<file path="config.mk">
export PLATFORM = sky130hd
export DESIGN_NAME = camera_pixel_unpack
export DESIGN_NICKNAME = d
export VERILOG_FILES = /design/src/rtl/camera_pkg.sv /design/src/rtl/camera_pix_pos_cnt.sv /design/src/rtl/camera_pixel_unpack.sv
export SDC_FILE = /design/constraint.sdc
export NUM_CORES = 1
export LEC_CHECK = 0
export ABC_AREA = 1
export CORE_MARGIN = 8
export CORE_UTILIZATION = 48
export CTS_CLUSTER_SIZE = 16
export DETAILED_ROUTE_END_ITERATION = 7
export GPL_TIMING_DRIVEN = 0
export PLACE_DENSITY_LB_ADDON = 0.12
export SLEW_MARGIN = 20
export SYNTH_ARGS = -nofsm -noshare
export SYNTH_HDL_FRONTEND = slang
export SYNTH_SLANG_ARGS = --single-unit
</file>
<file path="constraint.sdc">
create_clock -name rd_clk -period 2.2 [get_ports rd_clk]
set_input_delay 0.66 -clock rd_clk [delete_from_list [all_inputs] [get_ports rd_clk]]
set_output_delay 0.66 -clock rd_clk [all_outputs]
set_load 0.02 [all_outputs]
</file>
<file path="src/rtl/camera_pkg.sv">
// -----------------------------------------------------------------------------
// camera_pkg
// Shared types and constants for the camera read-side pixel path.
//   CAM_XY_W            width of the column/row position counters
//   cam_pix_flags_t     per-pixel frame markers {sof, eol, eof}
//   cam_unpack_state_t  word holding state of the unpacker
// -----------------------------------------------------------------------------
package camera_pkg;

    localparam int CAM_XY_W = 12;

    typedef struct packed {
        logic sof;
        logic eol;
        logic eof;
    } cam_pix_flags_t;

    typedef enum logic {
        ST_EMPTY = 1'b0,
        ST_HOLD  = 1'b1
    } cam_unpack_state_t;

endpackage

</file>
<file path="src/rtl/camera_pix_pos_cnt.sv">
// -----------------------------------------------------------------------------
// camera_pix_pos_cnt
// Column/row position of the pixel currently offered downstream, plus the
// unqualified frame markers decoded from that position.
//   rd_clk, rd_rst   clock, asynchronous active-high reset
//   advance          a pixel transferred this cycle; step the position
//   frame_sync       restart at x=0, y=0 (wins over advance)
//   h_act, v_act     active pixels per line / active lines per frame
//   x_cnt, y_cnt     current column / row
//   flags            sof/eol/eof decoded from x_cnt/y_cnt (not valid-gated)
// -----------------------------------------------------------------------------
module camera_pix_pos_cnt
    import camera_pkg::*;
(
    input  logic                rd_clk,
    input  logic                rd_rst,
    input  logic                advance,
    input  logic                frame_sync,
    input  logic [CAM_XY_W-1:0] h_act,
    input  logic [CAM_XY_W-1:0] v_act,
    output logic [CAM_XY_W-1:0] x_cnt,
    output logic [CAM_XY_W-1:0] y_cnt,
    output cam_pix_flags_t      flags
);

    logic x_last;
    logic y_last;

    assign x_last = (x_cnt == h_act - CAM_XY_W'(1));
    assign y_last = (y_cnt == v_act - CAM_XY_W'(1));

    // NOTE: clocked state uses non-blocking assignments so every register
    // samples pre-edge values regardless of process evaluation order.
    always_ff @(posedge rd_clk or posedge rd_rst) begin
        if (rd_rst) begin
            x_cnt <= '0;
            y_cnt <= '0;
        end else if (frame_sync) begin
            x_cnt <= '0;
            y_cnt <= '0;
        end else if (advance) begin
            if (x_last) begin
                x_cnt <= '0;
                y_cnt <= y_last ? '0 : y_cnt + CAM_XY_W'(1);
            end else begin
                x_cnt <= x_cnt + CAM_XY_W'(1);
            end
        end
    end

    assign flags.sof = (x_cnt == '0) && (y_cnt == '0);
    assign flags.eol = x_last;
    assign flags.eof = x_last && y_last;

endmodule

</file>
<file path="src/rtl/camera_pixel_unpack.sv">
// -----------------------------------------------------------------------------
// camera_pixel_unpack
// Pops packed words from the prefetch FIFO read port and emits their pixels,
// least-significant lane first, one per cycle on a valid/ready stream with
// sof/eol/eof markers derived from the pixel position.
//   rd_clk, rd_rst        clock, asynchronous active-high reset
//   frame_sync            restart: drop the held word, position back to 0,0
//   fifo_rd_data/_vld     FIFO word and its valid
//   fifo_rd_en            pop request (word taken on fifo_rd_vld & fifo_rd_en)
//   pix_data/_vld/_rdy    pixel stream (transfer on pix_vld & pix_rdy)
//   pix_sof/_eol/_eof     markers of the pixel on pix_data
//   x_cnt, y_cnt          position of the pixel on pix_data
//   frame_cnt             completed frames
// Build option CAMERA_UNPACK_FRAME_CNT_EN: when defined, frame_cnt counts
// transfers of eof pixels (cleared only by rd_rst); otherwise it is tied to 0.
// -----------------------------------------------------------------------------
module camera_pixel_unpack
    import camera_pkg::*;
#(
    parameter int IN_W  = 32,
    parameter int PIX_W = 16,
    parameter int RATIO = 2,
    parameter int H_ACT = 1280,
    parameter int V_ACT = 720
) (
    input  logic                rd_clk,
    input  logic                rd_rst,
    input  logic                frame_sync,
    input  logic [IN_W-1:0]     fifo_rd_data,
    input  logic                fifo_rd_vld,
    output logic                fifo_rd_en,
    output logic [PIX_W-1:0]    pix_data,
    output logic                pix_vld,
    input  logic                pix_rdy,
    output logic                pix_sof,
    output logic                pix_eol,
    output logic                pix_eof,
    output logic [CAM_XY_W-1:0] x_cnt,
    output logic [CAM_XY_W-1:0] y_cnt,
    output logic [15:0]         frame_cnt
);

    // A single-lane build still needs a 1-bit lane index to stay legal.
    localparam int                LANE_W    = (RATIO > 1) ? $clog2(RATIO) : 1;
    localparam logic [LANE_W-1:0] LANE_LAST = LANE_W'(RATIO - 1);

    cam_unpack_state_t state_q, state_d;
    logic [IN_W-1:0]   word_q,  word_d;
    logic [LANE_W-1:0] lane_q,  lane_d;

    logic           hold_q;
    logic           last_lane;
    logic           accept;
    logic           transfer;
    cam_pix_flags_t pos_flags;

    assign hold_q    = (state_q == ST_HOLD);
    assign last_lane = (lane_q == LANE_LAST);

    // Pop when empty, or when the last lane leaves this cycle so the next
    // word lands without a bubble. frame_sync blocks the pop outright.
    assign fifo_rd_en = ~frame_sync & (~hold_q | (pix_rdy & last_lane));
    assign accept     = fifo_rd_vld & fifo_rd_en;
    assign transfer   = pix_vld & pix_rdy & ~frame_sync;

    assign pix_vld  = hold_q;
    assign pix_data = word_q[int'(lane_q) * PIX_W +: PIX_W];

    // NOTE: defaults first so every path assigns every next-state signal;
    // a missing branch would otherwise infer a latch.
    always_comb begin
        state_d = state_q;
        word_d  = word_q;
        lane_d  = lane_q;
        if (frame_sync) begin
            state_d = ST_EMPTY;
            lane_d  = '0;
        end else begin
            unique case (state_q)
                ST_EMPTY: begin
                    if (accept) begin
                        state_d = ST_HOLD;
                        word_d  = fifo_rd_data;
                        lane_d  = '0;
                    end
                end
                ST_HOLD: begin
                    if (transfer) begin
                        if (!last_lane) begin
                            lane_d = lane_q + LANE_W'(1);
                        end else if (accept) begin
                            word_d = fifo_rd_data;
                            lane_d = '0;
                        end else begin
                            state_d = ST_EMPTY;
                            lane_d  = '0;
                        end
                    end
                end
                default: state_d = ST_EMPTY;
            endcase
        end
    end

    // NOTE: the holding register is reset with the control state so pix_data
    // reads 0 out of reset instead of whatever the flops powered up to.
    always_ff @(posedge rd_clk or posedge rd_rst) begin
        if (rd_rst) begin
            state_q <= ST_EMPTY;
            word_q  <= '0;
            lane_q  <= '0;
        end else begin
            state_q <= state_d;
            word_q  <= word_d;
            lane_q  <= lane_d;
        end
    end

    camera_pix_pos_cnt u_pos_cnt (
        .rd_clk     (rd_clk),
        .rd_rst     (rd_rst),
        .advance    (transfer),
        .frame_sync (frame_sync),
        .h_act      (CAM_XY_W'(H_ACT)),
        .v_act      (CAM_XY_W'(V_ACT)),
        .x_cnt      (x_cnt),
        .y_cnt      (y_cnt),
        .flags      (pos_flags)
    );

    assign pix_sof = pix_vld & pos_flags.sof;
    assign pix_eol = pix_vld & pos_flags.eol;
    assign pix_eof = pix_vld & pos_flags.eof;

`ifdef CAMERA_UNPACK_FRAME_CNT_EN
    logic [15:0] frame_cnt_q;

    always_ff @(posedge rd_clk or posedge rd_rst) begin
        if (rd_rst) begin
            frame_cnt_q <= '0;
        end else if (transfer && pix_eof) begin
            frame_cnt_q <= frame_cnt_q + 16'd1;
        end
    end

    assign frame_cnt = frame_cnt_q;
`else
    assign frame_cnt = '0;
`endif

endmodule

</file>
==> out/results.ini, run 1 <==
[routing]
drc=0
ant_nets=0
vias=3506
detail_route.wl_per_cell_um=15.8
drt_iter0_drc=249
via_per_inst=5.13
drtPass1Iterations=8
drt-total-wl_mm=10.8

[critical_path]
required_ns=1.54
worstSetupPathType=reg2out
startpoint_type=register
cp_max_fo=4
worstPathArrival_ns=1.59
endpoint_kind=output pin

[synthesis]
synthTopCellsByArea=dfrtp_1, nand2_1, nand3_1
synth_seq_area_share_pct=43.8
ys_warn_count=0
syn_area_per_cell_sq_um=7.41
synth_edf_count=0
synth_top_area_share_pct=43.8
synth_area_sq_um=3310
synthArstFlopShare_pct=100
synthDistinctLibCells=30
synth-seq-cells=58
synth_ff_type=dfrtp_1
synthCells=447
yosys.area.top_type=dfrtp_1

[grt]
grt.overflow.total=0
grt_max_degree=58
grt_pass1_wl_mm=16.8
first_global_vias=3517
antenna_found_initial=0
grtUsageTotal_pct=21.2

[timing]
finalCriticalPeriod_ns=2.25
timing.hold.ws_ns=0.476
setup_viol=3
fin_crit_sh_pct=102
slew_viol_final=0
final-hold-violation-count=0
clock_skew_ns=0.00643
setup_ws_ns=-0.0485
rsz0062_at_grt=yes
fmax_mhz=445

[placement]
place_congestion=0.897
dpl.hpwl_mm=6.73
dp_cells=623
port_buffers=80
place_ws_ns=-0.834

[floorplanning]
die_area_sq_um=9820
dieWidth_um=99.1
ios=98
rows=30
core_sq_um=6760
die_height_um=99.1
start_util_pct=49.1

[clocking]
cts_tree=yes
cts_buffer_depth=2
cts.htree.levels=3
clkLatencyLatePin_ns=0.35
path_clk_slew_ns=0.07
cts_buffers=9
ctsHoldBuffers=0
clkSinkCount=58
cts_root_buffer=clkbuf_8

[hold_path]
worstHoldPathType=reg2reg

[layout]
drive_above_1_share_pct=29.6
layout_common_cells=nand2_1, buf_4, clkdlybuf4s50_1
area_growth_pct=52.9
multi_input_area_sq_um=1700
layout_commonest_cell=nand2_1
nNetsFinal=640
seqCellArea_sq_um=1470
final_cells=684
antenna_cells=0
fillerInstances=508

[power_and_ir_drop]
p_total_mw=3.22
internal_power_mw=2.22
p_leak_nw=2.51
comb_power_share_pct=26.0
power_density_nw_per_um2=635
p_sw_share_pct=31.0
power_frac_seq_pct=39.5
switching_power_mw=0.999
clock_power_share_pct=34.5
peakVddDrop_uv=378

[outcome]
failed_checks=negative setup slack
status=complete, but fails checks

[flow_run]
cap_violations=0

[per-stage QoR]
stage | setup TNS [ns] | utilization [%] | area (sq um)
2_1_floorplan | 0 | - | 3380
4_1_cts | -0.0612 | 72.9 | 4920
3_3_place_gp | -62.18 | 63.3 | 4280
3_5_place_dp | -4.40 | 63.7 | 4310
6_report | -0.107 | 75.0 | 5070
5_1_grt | -0.346 | 75.0 | 5070
[state kept, by name (all words and copies together), names as in the netlist]
name	cells
lane_q	1
u_pos_cnt.x_cnt	12
u_pos_cnt.y_cnt	12
word_q	32
pix_vld	1
[power by group through the flow]
stage / logic (mW) / registers, mW / clock network (mW)
6_report: 0.837 / 1.27 / 1.11
2_1_floorplan: 0.419 / 1.30 / 0
3_3_place_gp: 0.750 / 1.28 / 0
3_5_place_dp: 0.773 / 1.29 / 0
5_1_grt: 0.913 / 1.29 / 1.17
4_1_cts: 0.822 / 1.26 / 1.12
[cell usage after synthesis (2+ instances only)]
master	count
nor2_4	2
nand2_1	132
inv_2	3
dfrtp_1	58
nor4_1	2
buf_2	7
ha_1	4
a21oi_1	14
o21ai_0	19
buf_6	3
buf_4	17
nor2_2	4
nand4_1	8
nor3_1	7
xor2_1	5
nand2_4	2
nor2_1	43
nand2_2	7
inv_1	43
clkbuf_1	6
nand3_1	52
[final timing paths]
path,startpoint,endpoint,slack (ns),cells past startpoint
hold / removal,word_q[25],word_q[25],0.48,2
max in group asynchronous,rd_rst,u_pos_cnt.y_cnt[7],1.19,3
setup reg to reg,u_pos_cnt.y_cnt[0],u_pos_cnt.y_cnt[1],0.07,16
min in group asynchronous,rd_rst,word_q[9],0.52,2
hold reg to reg,word_q[25],word_q[25],0.48,2
setup / recovery,u_pos_cnt.x_cnt[0],pix_sof,-0.05,6
[cells by family (layout without fill, tap and decap cells)]
| family | after synthesis | count (layout) | share of synthesized area, % |
|---|---|---|---|
| XOR/XNOR | 5 | 5 | 1.32 |
| AO/OA/AOI/OAI | 38 | 38 | 6.38 |
| other | 1 | 16 | 0.113 |
| adder cells (fa/ha/maj) | 4 | 4 | 1.51 |
| flip-flops | 58 | 58 | 43.8 |
| AND/OR/NAND/NOR | 262 | 262 | 35.1 |
| buffers and inverters | 79 | 221 | 11.8 |
[worst max-delay path, stage by stage, from the launching register on]
cell,delay (ns)
dfrtp_2,0.45
buf_6,0.14
inv_4,0.06
ha_4,0.12
nand4_1,0.13
nor3_2,0.17
buf_4,0.18
[layout make-up]
| type | count | area share [%] |
|---|---|---|
| Inverter | 46 | 3.56 |
| Clock buffer | 11 | 2.79 |
| Buffer | 32 | 4.64 |
| Sequential cell | 58 | 29.0 |
| Clock inverter | 5 | 1.53 |
| Tap cell | 80 | 1.98 |
| Multi-Input combinational cell | 325 | 33.6 |
| Timing Repair Buffer | 127 | 23.0 |
[layer usage]
metal | global-route usage (%) | vias to the layer above | wire length, um | part of all wire (%)
met5 | 0 | - | 0 | 0
li1 | - | 1691 | - | -
met1 | 25.0 | 1645 | 4400 | 41
met4 | 8.73 | 0 | 148 | 1.4
met3 | 5.73 | 19 | 924 | 8.6
met2 | 35.8 | 151 | 5330 | 49
[timing repair]
| item | CTS | global route |
|---|---|---|
| endpoints found under the setup margin | 20 | 25 |
| pin swaps | 11 | 7 |
| setup buffers | 38 | 9 |
| hold endpoints to repair | 0 | 0 |
| resized for setup | 107 | 51 |
Note: power is estimated with default switching activity, not from simulation.
==> run 2, diff against run 1 <==
CORE_MARGIN = default   (was 8)
GPL_ROUTABILITY_DRIVEN = 0   (was default)
==> out/results.ini, run 2 (synthesis results as in run 1) <==
[floorplanning]
core_sq_um=6490  ; was 6760 sq um
ios=98  ; unchanged
start_util_pct=51.0  ; was 49.1%
dieWidth_um=85.1  ; was 99.1 um
rows=29  ; was 30
die_area_sq_um=7240  ; was 9820 sq um
die_height_um=85.1  ; was 99.1 um

[grt]
first_global_vias=3047  ; was 3,517
gr-max-usage-layer=met2  ; unchanged
grtUsageTotal_pct=25.8  ; was 21.2%
grt_max_degree=59  ; was 58
grt_pass1_wl_mm=14.7  ; was 16.8 mm
antenna_found_initial=0  ; unchanged
use_met2_pct=41.0  ; was 35.8%
met3_usage_pct=3.89  ; was 5.73%
use_met1_pct=35.4  ; was 25.0%
grt.overflow.total=0  ; unchanged

[layout]
regMostFlops=word_q  ; unchanged
layout_common_cells=nand2_1, clkdlybuf4s50_1, buf_4  ; was nand2_1, buf_4, clkdlybuf4s50_1
nNetsFinal=626  ; was 640
area_growth_pct=46.2  ; was 52.9%
largest_register_ffs=32  ; unchanged
largestRegisters=word_q (32), u_pos_cnt.x_cnt (12), u_pos_cnt.y_cnt (12)  ; unchanged
layout_commonest_cell=nand2_1  ; unchanged
antenna_cells=0  ; unchanged
drive_above_1_share_pct=25.3  ; was 29.6%

[critical_path]
r2r-start=u_pos_cnt.x_cnt[0]  ; was u_pos_cnt.y_cnt[0]
endpoint_kind=output pin  ; unchanged
r2r-end=u_pos_cnt.x_cnt[10]  ; was u_pos_cnt.y_cnt[1]
regToRegSetupSlack_ns=0.30  ; was 0.07 ns
worstSetupPathType=reg2out  ; unchanged
cp_max_fo=3  ; was 4
startpoint_type=register  ; unchanged
worstPathArrival_ns=1.58  ; was 1.59 ns
r2r_cells=13  ; was 16
required_ns=1.54  ; about the same

[timing]
timing.hold.ws_ns=0.476  ; about the same
fin_crit_sh_pct=102  ; about the same
fmax_mhz=446  ; was 445 MHz
fin_tns_setup_ns=-0.0579  ; was -0.107 ns
final-hold-violation-count=0  ; unchanged
slew_headroom_pct=51.9
finalCriticalPeriod_ns=2.24  ; was 2.25 ns
setup_ws_ns=-0.0409  ; was -0.0485 ns
setup_viol=2  ; was 3
slew_viol_final=0  ; unchanged
max_slew.worst_pin.slew_ns=0.721
clock_skew_ns=0.00814  ; was 0.00643 ns
rsz0062_at_grt=yes  ; unchanged

[clocking]
clkSinkCount=58  ; unchanged
cts_tree=yes  ; unchanged
cts_buffer_depth=2  ; unchanged
cts_buffers=9  ; unchanged
path_clk_slew_ns=0.07  ; about the same
cts.htree.levels=3  ; unchanged
clkLatencyLatePin_ns=0.33  ; was 0.35 ns
cts_root_buffer=clkbuf_8  ; unchanged
ctsHoldBuffers=0  ; unchanged

[power_and_ir_drop]
switching_power_mw=1.01  ; was 0.999 mW
clock_power_share_pct=29.8  ; was 34.5%
power_frac_seq_pct=42.3  ; was 39.5%
p_sw_share_pct=33.6  ; was 31.0%
peakVddDrop_uv=453  ; was 378 uV
p_total_mw=3.01  ; was 3.22 mW
power_density_nw_per_um2=620  ; was 635 nW/um^2
comb_power_share_pct=27.9  ; was 26.0%
p_leak_nw=2.43  ; was 2.51 nW
internal_power_mw=2.00  ; was 2.22 mW

[routing]
ant_nets=0  ; unchanged
drtPass1Iterations=6  ; was 8
detail_route.wl_per_cell_um=14.0  ; was 15.8 um
drc=0  ; unchanged
via_per_inst=5.19  ; was 5.13
drt_iter0_drc=271  ; was 249
drt-total-wl_mm=9.34  ; was 10.8 mm
vias=3465  ; was 3,506

[hold_path]
worstHoldPathType=reg2reg  ; unchanged
holdPathStages=2  ; unchanged
min_to=word_q[26]  ; was word_q[25]
worstHoldStart=word_q[26]  ; was word_q[25]

[flow_run]
cap_violations=0  ; unchanged

[outcome]
status=complete, but fails checks  ; unchanged
failed_checks=negative setup slack  ; unchanged

[placement]
port_buffers=80  ; unchanged
dpl.hpwl_mm=5.81  ; was 6.73 mm

-- run 2: worst max-delay path: stages (launching register included) --
cell and delay [ns]:
dfrtp_1 0.40, inv_2 0.10, nand2_4 0.07, nor3_4 0.14
nand4_1 0.12, nor3_2 0.23, buf_4 0.18
-- run 2: how the worst max path moves through the flow --
stage,startpoint,end,slack (ns)
2_1_floorplan,u_pos_cnt.y_cnt[4],pix_sof,0.08
3_3_place_gp,rd_rst,word_q[26],-0.95
3_5_place_dp,pix_rdy,fifo_rd_en,-0.82
4_1_cts,u_pos_cnt.y_cnt[8],pix_sof,-0.03
5_1_grt,u_pos_cnt.y_cnt[8],pix_eof,-0.11
6_report,u_pos_cnt.x_cnt[9],pix_sof,-0.04
-- run 2: cell type report --
| class | count | area [sq um] |
|---|---|---|
| buffer | 32 | 240 |
| clock buffer | 10 | 138 |
| clock inverter | 6 | 42.5 |
| fill | 511 | 1650 |
| inverter | 46 | 180 |
| multi-input combinational | 325 | 1660 |
| sequential | 58 | 1460 |
| tap | 77 | 96.3 |
| timing repair buffer | 113 | 1020 |
-- run 2: metrics by stage --
| stage | utilization (%) | area [sq um] | setup WS (ns) | cells |
|---|---|---|---|---|
| finish | 74.6 | 4840 | -0.0409 | 667 |
| global route | 74.6 | 4840 | -0.113 | 667 |
| CTS | 72.9 | 4740 | -0.0309 | 659 |
| detailed placement | 65.8 | 4280 | -0.816 | 619 |
| global placement | 65.8 | 4270 | -0.953 | 619 |
| floorplan | - | 3380 | 0.0820 | 462 |
-- run 2: power groups by stage --
stage	clock network [mW]	logic (mW)	registers, mW
after floorplan	0	0.419	1.30
after global placement	0	0.742	1.28
after detailed placement	0	0.756	1.29
after CTS	0.909	0.811	1.27
after global routing	0.965	0.907	1.28
final	0.896	0.837	1.27
-- run 2: per-layer routing --
layer | vias up | share of wire (%)
li1 | 1666 | -
met1 | 1605 | 44
met2 | 168 | 48
met3 | 26 | 6.8
met4 | 0 | 2.0
met5 | - | 0
-- run 2: repair_timing --
action,in CTS,in global routing
setup endpoints to repair,20,19
resized for setup,103,23
setup buffers,25,8
pin swaps,10,1
==> run 3, diff against run 2 <==
CORE_UTILIZATION = 45   (was 48)
==> out/results.ini, run 3 (synthesis results as in run 1) <==
[routing]
detail_route.wl_per_cell_um=13.4  ; was 14.0 um
vias=3310  ; was 3,465
ant_nets=0  ; unchanged
drtPass1Iterations=4  ; was 6
drt_iter0_drc=219  ; was 271
drt-total-wl_mm=9.11  ; was 9.34 mm
drc=0  ; unchanged
via_per_inst=4.86  ; was 5.19

[placement]
place_ws_ns=-0.819  ; was -0.816 ns
dpl.hpwl_mm=6.03  ; was 5.81 mm
port_buffers=80  ; unchanged

[clocking]
path_clk_slew_ns=0.07  ; about the same
clkLatencyLatePin_ns=0.34  ; was 0.33 ns
cts_tree=yes  ; unchanged
cts.htree.levels=3  ; unchanged
clkSinkCount=58  ; unchanged
cts_buffer_depth=2  ; unchanged
cts_root_buffer=clkbuf_8  ; unchanged
cts_buffers=9  ; unchanged

[outcome]
failed_checks=negative setup slack  ; unchanged
status=complete, but fails checks  ; unchanged

[timing]
finalCriticalPeriod_ns=2.27  ; was 2.24 ns
slew_viol_final=0  ; unchanged
final-hold-violation-count=0  ; unchanged
rsz0062_at_grt=yes  ; unchanged
setup_viol=2  ; unchanged
fmax_mhz=440  ; was 446 MHz
fin_tns_setup_ns=-0.112  ; was -0.0579 ns
fin_crit_sh_pct=103  ; was 102%
setup_ws_ns=-0.0711  ; was -0.0409 ns
clock_skew_ns=0.00839  ; was 0.00814 ns

[grt]
grt_pass1_wl_mm=14.3  ; was 14.7 mm
use_met2_pct=37.8  ; was 41.0%
grtUsageTotal_pct=24.2  ; was 25.8%
first_global_vias=3055  ; was 3,047
grt_max_degree=59  ; unchanged
grt.overflow.total=0  ; unchanged
met3_usage_pct=4.43  ; was 3.89%
gr-max-usage-layer=met2  ; unchanged
antenna_found_initial=0  ; unchanged
use_met1_pct=32.4  ; was 35.4%

[floorplanning]
die_height_um=87.8  ; was 85.1 um
rows=30  ; was 29
ios=98  ; unchanged
dieWidth_um=87.8  ; was 85.1 um
core_sq_um=6940  ; was 6490 sq um
die_area_sq_um=7710  ; was 7240 sq um
start_util_pct=47.7  ; was 51.0%

[critical_path]
path_cells=buf_6 > inv_2 > ha_2 > nand4_1 > nor3_2 > buf_4  ; was inv_2 > nand2_4 > nor3_4 > nand4_1 > nor3_2 > buf_4
startpoint_type=register  ; unchanged
max_stage_delay_ns=0.43  ; was 0.40 ns
worstPathArrival_ns=1.61  ; was 1.58 ns
endpoint_kind=output pin  ; unchanged
worstSetupPathType=reg2out  ; unchanged
cp_max_fo=4  ; was 3
required_ns=1.54  ; about the same
crit_path_top_delay_cell=dfrtp_1  ; unchanged

[power_and_ir_drop]
switching_power_mw=1.01  ; about the same
comb_power_share_pct=24.7  ; was 27.9%
p_leak_nw=2.37  ; was 2.43 nW
power_density_nw_per_um2=656  ; was 620 nW/um^2
power_frac_seq_pct=39.8  ; was 42.3%
clock_power_share_pct=35.5  ; was 29.8%
internal_power_mw=2.18  ; was 2.00 mW
peakVddDrop_uv=463  ; was 453 uV
p_sw_share_pct=31.7  ; was 33.6%
p_total_mw=3.18  ; was 3.01 mW

[hold_path]
worstHoldPathType=reg2reg  ; unchanged

[layout]
regMostFlops=word_q  ; unchanged
drive_above_1_share_pct=24.3  ; was 25.3%
largest_register_ffs=32  ; unchanged
nNetsFinal=621  ; was 626
area_growth_pct=46.5  ; was 46.2%
antenna_cells=0  ; unchanged
layout_common_cells=nand2_1, clkdlybuf4s50_1, dfrtp_1  ; was nand2_1, clkdlybuf4s50_1, buf_4
layout_commonest_cell=nand2_1  ; unchanged
fillerInstances=568  ; was 511
largestRegisters=word_q (32), u_pos_cnt.x_cnt (12), u_pos_cnt.y_cnt (12)  ; unchanged

[flow_run]
cap_violations=0  ; unchanged

==> run 3: final cells by class <==
| class | instances | area [sq um] | area share (%) |
|---|---|---|---|
| Buffer | 32 | 238 | 4.90 |
| Tap cell | 96 | 120 | 2.47 |
| Timing Repair Buffer | 108 | 1010 | 20.7 |
| Clock buffer | 9 | 124 | 2.55 |
| Sequential cell | 58 | 1460 | 30.1 |
| Inverter | 46 | 175 | 3.61 |
| Multi-Input combinational cell | 325 | 1630 | 33.5 |
| Clock inverter | 7 | 103 | 2.11 |
==> run 3: timing repair <==
action | 4_1_cts | 5_1_grt
buffers inserted | 25 | 2
setup endpoints to repair | 20 | 19
endpoints found under the hold margin | 0 | 0
resized for setup | 103 | 19
pin swaps | 13 | 1
hold buffers | 0 | 0
==> run 3: layer usage <==
layer | up-vias | routed length [um]
li1 | 1647 | -
met1 | 1506 | 4040
met2 | 136 | 4210
met3 | 21 | 642
met4 | 0 | 225
met5 | - | 0
==> run 3: path summary, 6_finish.rpt <==
path | startpoint | endpoint | slack, ns | cells past startpoint
worst max-delay path | u_pos_cnt.x_cnt[0] | pix_sof | -0.07 | 6
worst min-delay path | word_q[10] | word_q[10] | 0.48 | 2
worst max register to register | u_pos_cnt.x_cnt[0] | u_pos_cnt.x_cnt[10] | 0.34 | 13
worst min register to register | word_q[10] | word_q[10] | 0.48 | 2
max in group asynchronous | rd_rst | u_pos_cnt.x_cnt[6] | 1.18 | 3
min in group asynchronous | rd_rst | u_pos_cnt.y_cnt[2] | 0.74 | 3
==> run 3: metrics by stage <==
| stage | instance area, sq um | hold WS, ns | utilization [%] | instances |
|---|---|---|---|---|
| floorplan | 3380 | 0.442 | - | 462 |
| global placement | 4300 | 0.454 | 61.9 | 638 |
| detailed placement | 4330 | 0.458 | 62.3 | 639 |
| CTS | 4830 | 0.475 | 69.5 | 679 |
| global route | 4850 | 0.487 | 69.9 | 681 |
| finish | 4850 | 0.476 | 69.9 | 681 |
==> run 3: power by group through the flow <==
stage	Combinational, mW	Clock, mW	Sequential, mW
after floorplan	0.419	0	1.30
after global placement	0.745	0	1.28
after detailed placement	0.766	0	1.29
after CTS	0.781	1.14	1.26
after global routing	0.859	1.20	1.28
final	0.785	1.13	1.27
==> run 3: critical path: cells and delay by family, from the launching register on <==
family                   cells  cell delay (ns)
flip-flops                   1             0.43
buffers and inverters        3             0.39
AND/OR/NAND/NOR              2             0.30
adder cells (fa/ha/maj)      1             0.17
